$ cat config.mk
export PLATFORM = sky130hd
export DESIGN_NAME = alu_pipe
export DESIGN_NICKNAME = d
export VERILOG_FILES = /design/src/rtl/alu_pkg.sv /design/src/rtl/alu_mul_iter.sv /design/src/rtl/alu_pipe.sv
export SDC_FILE = /design/constraint.sdc
export NUM_CORES = 1
export LEC_CHECK = 0
export BUFFER_PORTS_ARGS = -buffer_cell sky130_fd_sc_hd__buf_2
export CORE_MARGIN = 5
export CORE_UTILIZATION = 25
export CTS_CLUSTER_SIZE = 28
export DETAILED_ROUTE_END_ITERATION = 7
export SLEW_MARGIN = 20
export SYNTH_ARGS = -nofsm -noshare
export SYNTH_HDL_FRONTEND = slang
export SYNTH_SLANG_ARGS = --single-unit
$ cat constraint.sdc
create_clock -name clk -period 4.9 [get_ports clk]
set_clock_uncertainty 0.2 [all_clocks]
set_input_delay 0.245 -clock clk [delete_from_list [all_inputs] [get_ports clk]]
set_output_delay 0.245 -clock clk [all_outputs]
set_load 0.01 [all_outputs]
$ cat src/rtl/alu_pkg.sv
// Shared types and constants for the pipelined ALU.
package alu_pkg;

   // Operation codes; all eight encodings are defined, so no code is illegal.
   typedef enum logic [2:0] {
      OP_ADD = 3'b000,
      OP_SUB = 3'b001,
      OP_AND = 3'b010,
      OP_OR  = 3'b011,
      OP_NOT = 3'b100,
      OP_SHL = 3'b101,
      OP_SHR = 3'b110,
      OP_MUL = 3'b111
   } op_t;

   // IDLE accepts work; BUSY runs the iterative multiplier.
   typedef enum logic {
      IDLE = 1'b0,
      BUSY = 1'b1
   } state_t;

   // Bit positions inside the packed status-flag vector.
   localparam int FLAG_Z    = 0;
   localparam int FLAG_N    = 1;
   localparam int FLAG_C    = 2;
   localparam int FLAG_V    = 3;
   localparam int NUM_FLAGS = 4;

endpackage

$ cat src/rtl/alu_mul_iter.sv
// Shift-add unsigned multiplier: one partial-product step per clock.
// 'start' loads the operands; 'done' is high during the final step, and
// 'product' shows the accumulator value that step produces, so the caller
// can register the finished product on the same edge.
module alu_mul_iter #(
   parameter int WIDTH = 8
) (
   input  logic                 clk,
   input  logic                 rst_n,
   input  logic                 start,
   input  logic [WIDTH-1:0]     a,
   input  logic [WIDTH-1:0]     b,
   output logic                 done,
   output logic [2*WIDTH-1:0]   product
);

   localparam int CW = $clog2(WIDTH);

   logic                busy_q;
   logic [CW-1:0]       cnt_q;
   logic [WIDTH-1:0]    mcand_q;
   logic [2*WIDTH-1:0]  acc_q;
   logic [2*WIDTH-1:0]  acc_d;
   logic [WIDTH:0]      sum;

   // One step: add the multiplicand into the upper half when the current
   // multiplier bit (acc lsb) is set, then shift the whole accumulator right.
   always_comb begin
      sum   = {1'b0, acc_q[2*WIDTH-1:WIDTH]} + (acc_q[0] ? {1'b0, mcand_q} : '0);
      acc_d = {sum, acc_q[WIDTH-1:1]};
   end

   // Operand capture, accumulator and iteration counter.
   always_ff @(posedge clk or negedge rst_n) begin
      if (!rst_n) begin
         busy_q  <= 1'b0;
         cnt_q   <= '0;
         mcand_q <= '0;
         acc_q   <= '0;
      end else if (start) begin
         busy_q  <= 1'b1;
         cnt_q   <= CW'(WIDTH - 1);
         mcand_q <= a;
         acc_q   <= {{WIDTH{1'b0}}, b};
      end else if (busy_q) begin
         acc_q <= acc_d;
         cnt_q <= cnt_q - 1'b1;
         if (cnt_q == '0) begin
            busy_q <= 1'b0;
         end
      end
   end

   assign done    = busy_q && (cnt_q == '0);
   assign product = acc_d;

endmodule

$ cat src/rtl/alu_pipe.sv
// Registered ALU with valid/ready handshakes on both sides. Single-cycle
// operations load the output register on acceptance; MUL runs in the
// iterative multiplier and loads the output register when it finishes.
module alu_pipe
   import alu_pkg::*;
#(
   parameter int WIDTH = 8,
   parameter int SHW   = $clog2(WIDTH)
) (
   input  logic              clk,
   input  logic              rst_n,
   input  logic              in_valid,
   output logic              in_ready,
   input  logic [2:0]        op,
   input  logic [WIDTH-1:0]  a,
   input  logic [WIDTH-1:0]  b,
   output logic              out_valid,
   input  logic              out_ready,
   output logic [WIDTH-1:0]  result,
   output logic              flag_z,
   output logic              flag_n,
   output logic              flag_c,
   output logic              flag_v
);

   localparam logic [WIDTH-1:0] WIDTH_V = WIDTH'(WIDTH);

   state_t                  state_q;
   state_t                  state_d;
   op_t                     op_e;
   logic                    accept;
   logic                    mul_start;
   logic                    mul_done;
   logic [2*WIDTH-1:0]      mul_product;

   logic [WIDTH-1:0]        alu_res;
   logic                    alu_c;
   logic                    alu_v;
   logic [WIDTH:0]          add_w;
   logic [WIDTH:0]          sub_w;
   logic [2*WIDTH-1:0]      shl_w;
   logic [2*WIDTH-1:0]      shr_w;

   logic                    load;
   logic [WIDTH-1:0]        res_d;
   logic [NUM_FLAGS-1:0]    flags_d;
   logic [NUM_FLAGS-1:0]    flags_q;

   assign op_e = op_t'(op);

   // Ready only in IDLE with a free (or draining) output slot, never in reset.
   assign in_ready  = rst_n && (state_q == IDLE) && (!out_valid || out_ready);
   assign accept    = in_valid && in_ready;
   assign mul_start = accept && (op_e == OP_MUL);

   alu_mul_iter #(
      .WIDTH (WIDTH)
   ) u_mul (
      .clk     (clk),
      .rst_n   (rst_n),
      .start   (mul_start),
      .a       (a),
      .b       (b),
      .done    (mul_done),
      .product (mul_product)
   );

   // Single-cycle datapath: result, carry and overflow for every non-MUL op.
   always_comb begin
      // NOTE: every signal written here is given a default first, so no path
      // through the case can leave one unassigned and infer a latch.
      alu_res = '0;
      alu_c   = 1'b0;
      alu_v   = 1'b0;
      add_w   = {1'b0, a} + {1'b0, b};
      sub_w   = {1'b0, a} - {1'b0, b};
      shl_w   = {{WIDTH{1'b0}}, a} << b[SHW-1:0];
      shr_w   = {a, {WIDTH{1'b0}}} >> b[SHW-1:0];
      case (op_e)
         OP_ADD: begin
            alu_res = add_w[WIDTH-1:0];
            alu_c   = add_w[WIDTH];
            alu_v   = (a[WIDTH-1] == b[WIDTH-1]) && (add_w[WIDTH-1] != a[WIDTH-1]);
         end
         OP_SUB: begin
            alu_res = sub_w[WIDTH-1:0];
            alu_c   = sub_w[WIDTH];
            alu_v   = (a[WIDTH-1] != b[WIDTH-1]) && (sub_w[WIDTH-1] != a[WIDTH-1]);
         end
         OP_AND: alu_res = a & b;
         OP_OR:  alu_res = a | b;
         OP_NOT: alu_res = ~a;
         OP_SHL: begin
            if (b >= WIDTH_V) begin
               alu_c = |a;
            end else begin
               alu_res = shl_w[WIDTH-1:0];
               alu_c   = |shl_w[2*WIDTH-1:WIDTH];
            end
         end
         OP_SHR: begin
            if (b >= WIDTH_V) begin
               alu_c = |a;
            end else begin
               alu_res = shr_w[2*WIDTH-1:WIDTH];
               alu_c   = |shr_w[WIDTH-1:0];
            end
         end
         default: ;
      endcase
   end

   // Output-register source select: finished MUL or an accepted single-cycle op.
   always_comb begin
      load    = 1'b0;
      res_d   = '0;
      flags_d = '0;
      if (mul_done) begin
         load            = 1'b1;
         res_d           = mul_product[WIDTH-1:0];
         flags_d[FLAG_C] = |mul_product[2*WIDTH-1:WIDTH];
      end else if (accept && (op_e != OP_MUL)) begin
         load            = 1'b1;
         res_d           = alu_res;
         flags_d[FLAG_C] = alu_c;
         flags_d[FLAG_V] = alu_v;
      end
      flags_d[FLAG_Z] = load && (res_d == '0);
      flags_d[FLAG_N] = res_d[WIDTH-1];
   end

   // Output register: loads new work, clears on drain, holds under back-pressure.
   always_ff @(posedge clk or negedge rst_n) begin
      if (!rst_n) begin
         out_valid <= 1'b0;
         result    <= '0;
         flags_q   <= '0;
      end else if (load) begin
         out_valid <= 1'b1;
         result    <= res_d;
         flags_q   <= flags_d;
      end else if (out_valid && out_ready) begin
         out_valid <= 1'b0;
      end
   end

   assign flag_z = flags_q[FLAG_Z];
   assign flag_n = flags_q[FLAG_N];
   assign flag_c = flags_q[FLAG_C];
   assign flag_v = flags_q[FLAG_V];

   // FSM state register.
   always_ff @(posedge clk or negedge rst_n) begin
      // NOTE: clocked state uses non-blocking assignments so every register
      // samples pre-edge values regardless of block evaluation order.
      if (!rst_n) begin
         state_q <= IDLE;
      end else begin
         state_q <= state_d;
      end
   end

   // FSM next state: MUL enters BUSY, the multiplier's last step returns to IDLE.
   always_comb begin
      state_d = state_q;
      case (state_q)
         IDLE:    if (mul_start) state_d = BUSY;
         BUSY:    if (mul_done)  state_d = IDLE;
         default: state_d = IDLE;
      endcase
   end

endmodule
==> results of run 1 <==
## state kept, by name, summed over array words and instances (netlist names)
signal and flops:
u_mul.acc_q 16, u_mul.mcand_q 8, result 7, flags_q 4, u_mul.cnt_q 3, out_valid 1
state_q 1, u_mul.busy_q 1
## through the flow
stage	setup slack, ns	util [%]
5_1_grt	1.405	28.57
6_report	1.739	28.57
3_3_place_gp	1.831	27.60
4_1_cts	1.701	28.57
2_1_floorplan	2.255	-
3_5_place_dp	1.783	27.60
## per-layer routing
layer | routed length [µm] | vias to the layer above | global-route usage [%]
li1 | - | 1789 | -
met1 | 5480 | 1749 | 17.09
met2 | 5214 | 146 | 18.11
met3 | 762 | 16 | 1.552
met4 | 181 | 0 | 2.548
met5 | 0 | - | 0
## layout make-up
type,count,area share (%)
Clock buffer,6,2.820
Clock inverter,2,0.3285
Inverter,31,2.546
Multi-Input combinational cell,382,61.13
Sequential cell,41,22.45
Tap cell,216,5.913
Timing Repair Buffer,41,4.818
## cells by family (layout without fill, tap and decap cells)
family | count (synthesis) | after routing
buf+inv | 67 | 80
compound gates | 137 | 137
simple gates | 159 | 159
flops | 41 | 41
fa+ha+maj | 38 | 38
xor+xnor | 14 | 14
mux | 34 | 34
## tightest hold or removal path, stage by stage
cell,delay [ns]
buf_2,0.14
nor2_1,0.11
a21oi_1,0.04
## repair_timing
item | 4_1_cts | 5_1_grt
hold buffers | 1 | 0
endpoints found under the hold margin | 41 | 0
gates resized for setup | 0 | 0
## power by group through the flow
stage / registers, mW / logic [mW] / clock network [mW]
after floorplan: 0.596 / 0.640 / 0
after global placement: 0.607 / 0.857 / 0
after detailed placement: 0.607 / 0.868 / 0
after CTS: 0.605 / 0.869 / 0.323
after global routing: 0.623 / 0.968 / 0.337
final: 0.603 / 0.863 / 0.315
## worst min-delay path by stage
stage	from	end	slack (ns)	depth (start not counted)
CTS	b[6]	u_mul.acc_q[6]	0.09	3
global placement	rst_n	out_valid	0.17	2
detailed placement	rst_n	out_valid	0.16	2
global route	b[3]	u_mul.acc_q[3]	0.10	3
floorplan	rst_n	flags_q[0]	-0.25	0
finish	b[4]	u_mul.acc_q[4]	0.1	3
## synth_stat cells (5+ instances only)
master	count	share of area (%)
nand2_1	57	5.2
dfrtp_1	41	25
ha_1	35	11
nor2_1	35	3.2
o21ai_0	35	4.3
inv_1	31	2.8
a21oi_1	25	3.1
clkbuf_1	24	2.2
mux2i_1	20	4.9
and2_1	12	1.8
nor3_1	12	1.5
nand3_1	11	1.3
a211oi_1	10	1.8
xnor2_1	10	2.1
o211ai_1	9	1.6
nand2b_1	7	1.1
mux4_2	6	3.3
o21a_1	6	1.1
o22ai_1	6	0.92
buf_2	5	0.61
mux4_1	5	3.2
o21bai_1	5	0.92
==> run_results.csv, run 1 <==
group,metric,value,unit
logic_synthesis,synth_top_family_by_area,"compound AO/OA/AOI/OAI gates",
critical_path,critical_path.cell_chain,"dlygate4sd3_1 > buf_2 > buf_4 > nor2b_1 > and4_1 > nand3_1 > or4_1 > o2111a_1 > o211ai_1 > o31ai_2",
pwr,swShare,40.08,%
global_route,grt_pass1_vias,3482,
clock_tree,numCtsBuffers,5,
timing,fmax,316.3,MHz
timing,hold_viol,0,
placed_design,gp_congestion,0.9254,
critical_path,cp_slowest_cell,"or4_1",
timing,tns,0,ns
finish,fillerInstances,1765,
finish,antennaDiodeCount,0,
pwr,power_density,389.5,mW/mm²
finish,layout_common_cells,"nand2_1, dfrtp_1, buf_2",
pwr,p_total,1.780,mW
logic_synthesis,synth_fp_nets,551,
detailed_routing,drtIter0Drc,267,
finish,fin_cells,719,
pwr,share_comb_of_total_power,48.5,%
detailed_routing,first_pass_iters,5,
timing,rsz0062_at_grt,"false",
critical_path,path_class,"in -> reg",
critical_path,reg2reg_from,"u_mul.acc_q[0]",
timing,period_share,64.52,%
logic_synthesis,synth_cell_type_count,65,
pwr,p_sw,0.7135,mW
placed_design,dp.cells,710,
logic_synthesis,avgSynthCellArea,8.368,µm²
critical_path,crit_path_start,"rst_n",
detailed_routing,drc,0,
detailed_routing,routedWlPerCell,16.19,µm
logic_synthesis,ys_ff_latch,41,
pwr,pwr-share-seq,33.9,%
clock_tree,clk_path_buf_depth,2,
timing,slew_violations,0,
timing,holdWs,0.09729,ns
critical_path,worstPathMaxFanout,42,
detailed_routing,via_per_inst,5.146,
finish,area_delta_synth_final,11.47,%
timing,setup_viol,0,
critical_path,rr_endpoint,"flags_q[2]",
critical_path,critPathRequiredTime,4.86,ns
critical_path,cp.buffers_inverters,3,
logic_synthesis,syn_area,0.004100,mm²
critical_path,crit_family,"simple AND/OR/NAND/NOR gates",
global_route,antenna_found_initial,0,
clock_tree,cts_setup_buffers,0,
die,ios,37,
placed_design,port_buffers,36,
placed_design,place_area,0.004417,mm²
timing,worst_slew_pin_slew,0.8847,ns
global_route,grt_pass1_wl,18.70,mm
detailed_routing,via_count,3700,
die,core_area,0.01600,mm²
critical_path,r2r_cells,10,
clock_tree,clock_latency,0.28,ns
die,fp.dieArea,0.01906,mm²
pwr,p_clk_share,17.7,%
critical_path,crit_path_end_kind,"flip-flop",
finish,multiInputGateArea,0.002794,mm²
logic_synthesis,synthXorXnorAreaFrac,2.991,%
critical_path,cp.arrival,3.12,ns
clock_tree,cts_root_buf,"clkbuf_16",
timing,slew_headroom,40.56,%
finish,seq_area,0.001026,mm²
critical_path,worstSetupStartpointType,"input pin",
logic_synthesis,synth_fa_ha_area_share,12.15,%
die,die_h,138.1,µm
die,die_x,138.1,µm
critical_path,r2r_setup_slack,1.80,ns
placed_design,dp_hpwl,8.747,mm
clock_tree,clk_pin_slew,0.06,ns
finish,nNetsFinal,563,
logic_synthesis,synthSimpleGateAreaFrac,18.46,%
logic_synthesis,synthArstFlopShare,100.0,%
clock_tree,htreeDepth,2,
finish,finalInstanceArea,0.004571,mm²
detailed_routing,antenna_left,0,
finish,drive_gt1_share,11.53,%
job,drv_cap,0,
die,initial_core_util,25.63,%
logic_synthesis,synth_edf_count,0,
die,row_count,46,
global_route,grt_max_degree,43,
critical_path,cp.depth,10,
pwr,power_leakage,1.999,nW
pwr,ir_drop,0.1859,mV
detailed_routing,drt-total-wl,11.64,mm
worst_hold_path,hold_path.class,"in -> reg",
logic_synthesis,ys.flop_type,"dfrtp_1",
global_route,grtUsageTotal,11.60,%
timing,min_period,3.161,ns
outcome,outcome,"finished, final reports clean",
global_route,grt_overflow,0,
critical_path,worst_path_largest_cell_delay,0.63,ns
logic_synthesis,synth_compound_area_share,22.34,%
finish,layout_commonest_cell,"nand2_1",
logic_synthesis,synth-seq-area-share,25.02,%
critical_path,crit_path_end,"flags_q[0]",
logic_synthesis,yosys_warnings,0,
logic_synthesis,synthCells,490,
logic_synthesis,synthMuxAreaShare,12.21,%
pwr,intPower,1.067,mW
clock_tree,cts.sink_count,41,
clock_tree,cts_tree,"done",
No activity file was read; power rests on OpenSTA's default activity.
==> inputs of run 2 (changes only) <==
clock period = 3.1 ns   (was 4.9 ns; I/O delays follow)
==> run 2 against run 1 <==
  * Critical path depth is the same
  * Final area increased by 4.6%
  * Clock power grew 90%
  * Sequential power rose by 59%
  * Wire length increased by 3.7%
  * Setup slack worse by 1.5 ns
  * Combinational power increased by 66%
  * Critical endpoint unchanged
==> run_results.csv, run 2 (same netlist as run 1, synthesis figures left out) <==
group,metric,value,unit
pwr,pwr-share-seq,32.0,%
timing,period_share,92.26,%
detailed_routing,routedWlPerCell,16.31,µm
job,drv_cap,0,
die,die_x,138.1,µm
timing,slew_headroom,43.99,%
timing,fmax,349.7,MHz
global_route,grt_overflow,0,
placed_design,dp_hpwl,9.226,mm
detailed_routing,via_count,3772,
timing,worst_slew_pin_slew,0.8337,ns
placed_design,gp_congestion,0.8979,
clock_tree,cts.sink_count,41,
critical_path,cp.arrival,2.86,ns
timing,tns,0,ns
detailed_routing,first_pass_iters,5,
clock_tree,htreeDepth,2,
clock_tree,clk_pin_slew,0.07,ns
timing,slew_violations,0,
pwr,intPower,1.805,mW
pwr,p_sw,1.185,mW
detailed_routing,via_per_inst,5.097,
global_route,grt_max_degree,42,
global_route,antenna_found_initial,0,
finish,largest_register_ffs,16,
critical_path,worstPathMaxFanout,8,
pwr,swShare,39.64,%
critical_path,crit_family,"compound AO/OA/AOI/OAI gates",
timing,rsz0062_at_grt,"false",
finish,drive_gt1_share,14.69,%
pwr,ir_drop,0.2905,mV
finish,area_delta_synth_final,16.57,%
critical_path,crit_path_end_kind,"flip-flop",
critical_path,worst_path_largest_cell_delay,0.51,ns
outcome,outcome,"finished, final reports clean",
detailed_routing,drt-total-wl,12.07,mm
pwr,share_comb_of_total_power,48.0,%
finish,nNetsFinal,584,
finish,fillerInstances,1748,
critical_path,worstSetupStartpointType,"input pin",
timing,hold_viol,0,
pwr,p_total,2.990,mW
critical_path,path_class,"in -> reg",
finish,layout_common_cells,"nand2_1, dfrtp_1, buf_2",
clock_tree,clk_path_buf_depth,2,
critical_path,critPathRequiredTime,3.10,ns
finish,top_regs,"u_mul.acc_q: 16 flops, u_mul.mcand_q: 8 flops, result: 7 flops",
critical_path,r2r_setup_slack,0.28,ns
clock_tree,cts_setup_buffers,0,
pwr,p_clk_share,20.0,%
die,row_count,46,
finish,layout_commonest_cell,"nand2_1",
clock_tree,cts_tree,"done",
pwr,power_density,625.6,mW/mm²
critical_path,critical_path.cell_chain,"dlygate4sd3_1 > buf_2 > inv_1 > ha_1 > nor3b_1 > mux2i_1 > o41ai_1 > o211a_1 > o211ai_1 > o31ai_2",
pwr,power_leakage,2.115,nW
timing,setup_viol,0,
detailed_routing,antenna_left,0,
placed_design,dp.cells,726,
placed_design,port_buffers,36,
global_route,grt_pass1_wl,19.90,mm
finish,antennaDiodeCount,0,
die,initial_core_util,25.63,%
die,die_h,138.1,µm
finish,fin_cells,740,
die,core_area,0.01600,mm²
global_route,grtUsageTotal,12.50,%
critical_path,cp.buffers_inverters,3,
worst_hold_path,hold_path.class,"in -> reg",
clock_tree,cts_root_buf,"clkbuf_16",
clock_tree,numCtsBuffers,5,
detailed_routing,drtIter0Drc,361,
finish,finish.utilization,29.87,%
timing,min_period,2.860,ns
die,fp.dieArea,0.01906,mm²
critical_path,cp_slowest_cell,"dlygate4sd3_1",
detailed_routing,drc,0,
clock_tree,clock_latency,0.29,ns
die,ios,37,
global_route,grt_pass1_vias,3614,
finish,top_register,"u_mul.acc_q",
run 2: power groups by stage:
stage	logic [mW]	clock network [mW]	registers, mW
after global routing	1.61	0.633	0.997
after CTS	1.43	0.612	0.960
final	1.43	0.597	0.958
after floorplan	1.01	0	0.942
after global placement	1.39	0	0.959
after detailed placement	1.41	0	0.963
run 2: worst register-to-register path, cell delays in order, from the launching register on:
cell and delay, ns:
dfrtp_1 0.43, and2_1 0.17, ha_1 0.20, fa_1 0.41, a21o_1 0.18, a21oi_2 0.18
o21a_1 0.15, nor2_1 0.04, o21a_1 0.20, o41ai_2 0.32, o311ai_0 0.19
run 2: area by class of cell:
| cell class | count | area [µm²] | share of cell area (%) |
|---|---|---|---|
| Sequential cell | 41 | 1026 | 21.47 |
| Tap cell | 216 | 270.3 | 5.654 |
| Timing Repair Buffer | 62 | 390.4 | 8.168 |
| Multi-Input combinational cell | 382 | 2805 | 58.69 |
| Inverter | 31 | 116.4 | 2.435 |
| Clock buffer | 5 | 125.1 | 2.618 |
| Clock inverter | 3 | 46.29 | 0.9686 |
run 2: what timing repair did:
| action | 4_1_cts | 5_1_grt |
|---|---|---|
| setup endpoints to repair | 0 | 1 |
| endpoints found under the hold margin | 46 | 0 |
| gates resized for setup | 0 | 2 |
| hold buffers | 6 | 0 |
run 2: metrics by stage:
stage | area [µm²] | hold WS, ns | worst slack, ns
floorplan | 4100 | -0.3406 | 0.4545
global placement | 4537 | 0.06625 | 0.1998
detailed placement | 4537 | 0.06436 | 0.1303
CTS | 4768 | 0.01581 | 0.1156
global route | 4780 | 0.07226 | 0.01110
finish | 4780 | 0.02275 | 0.2400
run 2: final timing paths:
path,cells past startpoint,end,from
min,3,out_valid,out_ready
max in group asynchronous,3,u_mul.acc_q[7],rst_n
max,10,flags_q[0],b[4]
min in group asynchronous,3,u_mul.acc_q[13],rst_n
max reg2reg,10,flags_q[2],u_mul.acc_q[0]
min reg2reg,2,u_mul.mcand_q[4],u_mul.mcand_q[4]
run 2: per-layer routing:
layer	track usage (%)	share of wire (%)	vias up
li1	-	-	1844
met1	18.04	47	1774
met2	18.91	44	134
met3	1.862	6.0	20
met4	4.576	2.8	0
met5	0	0	-
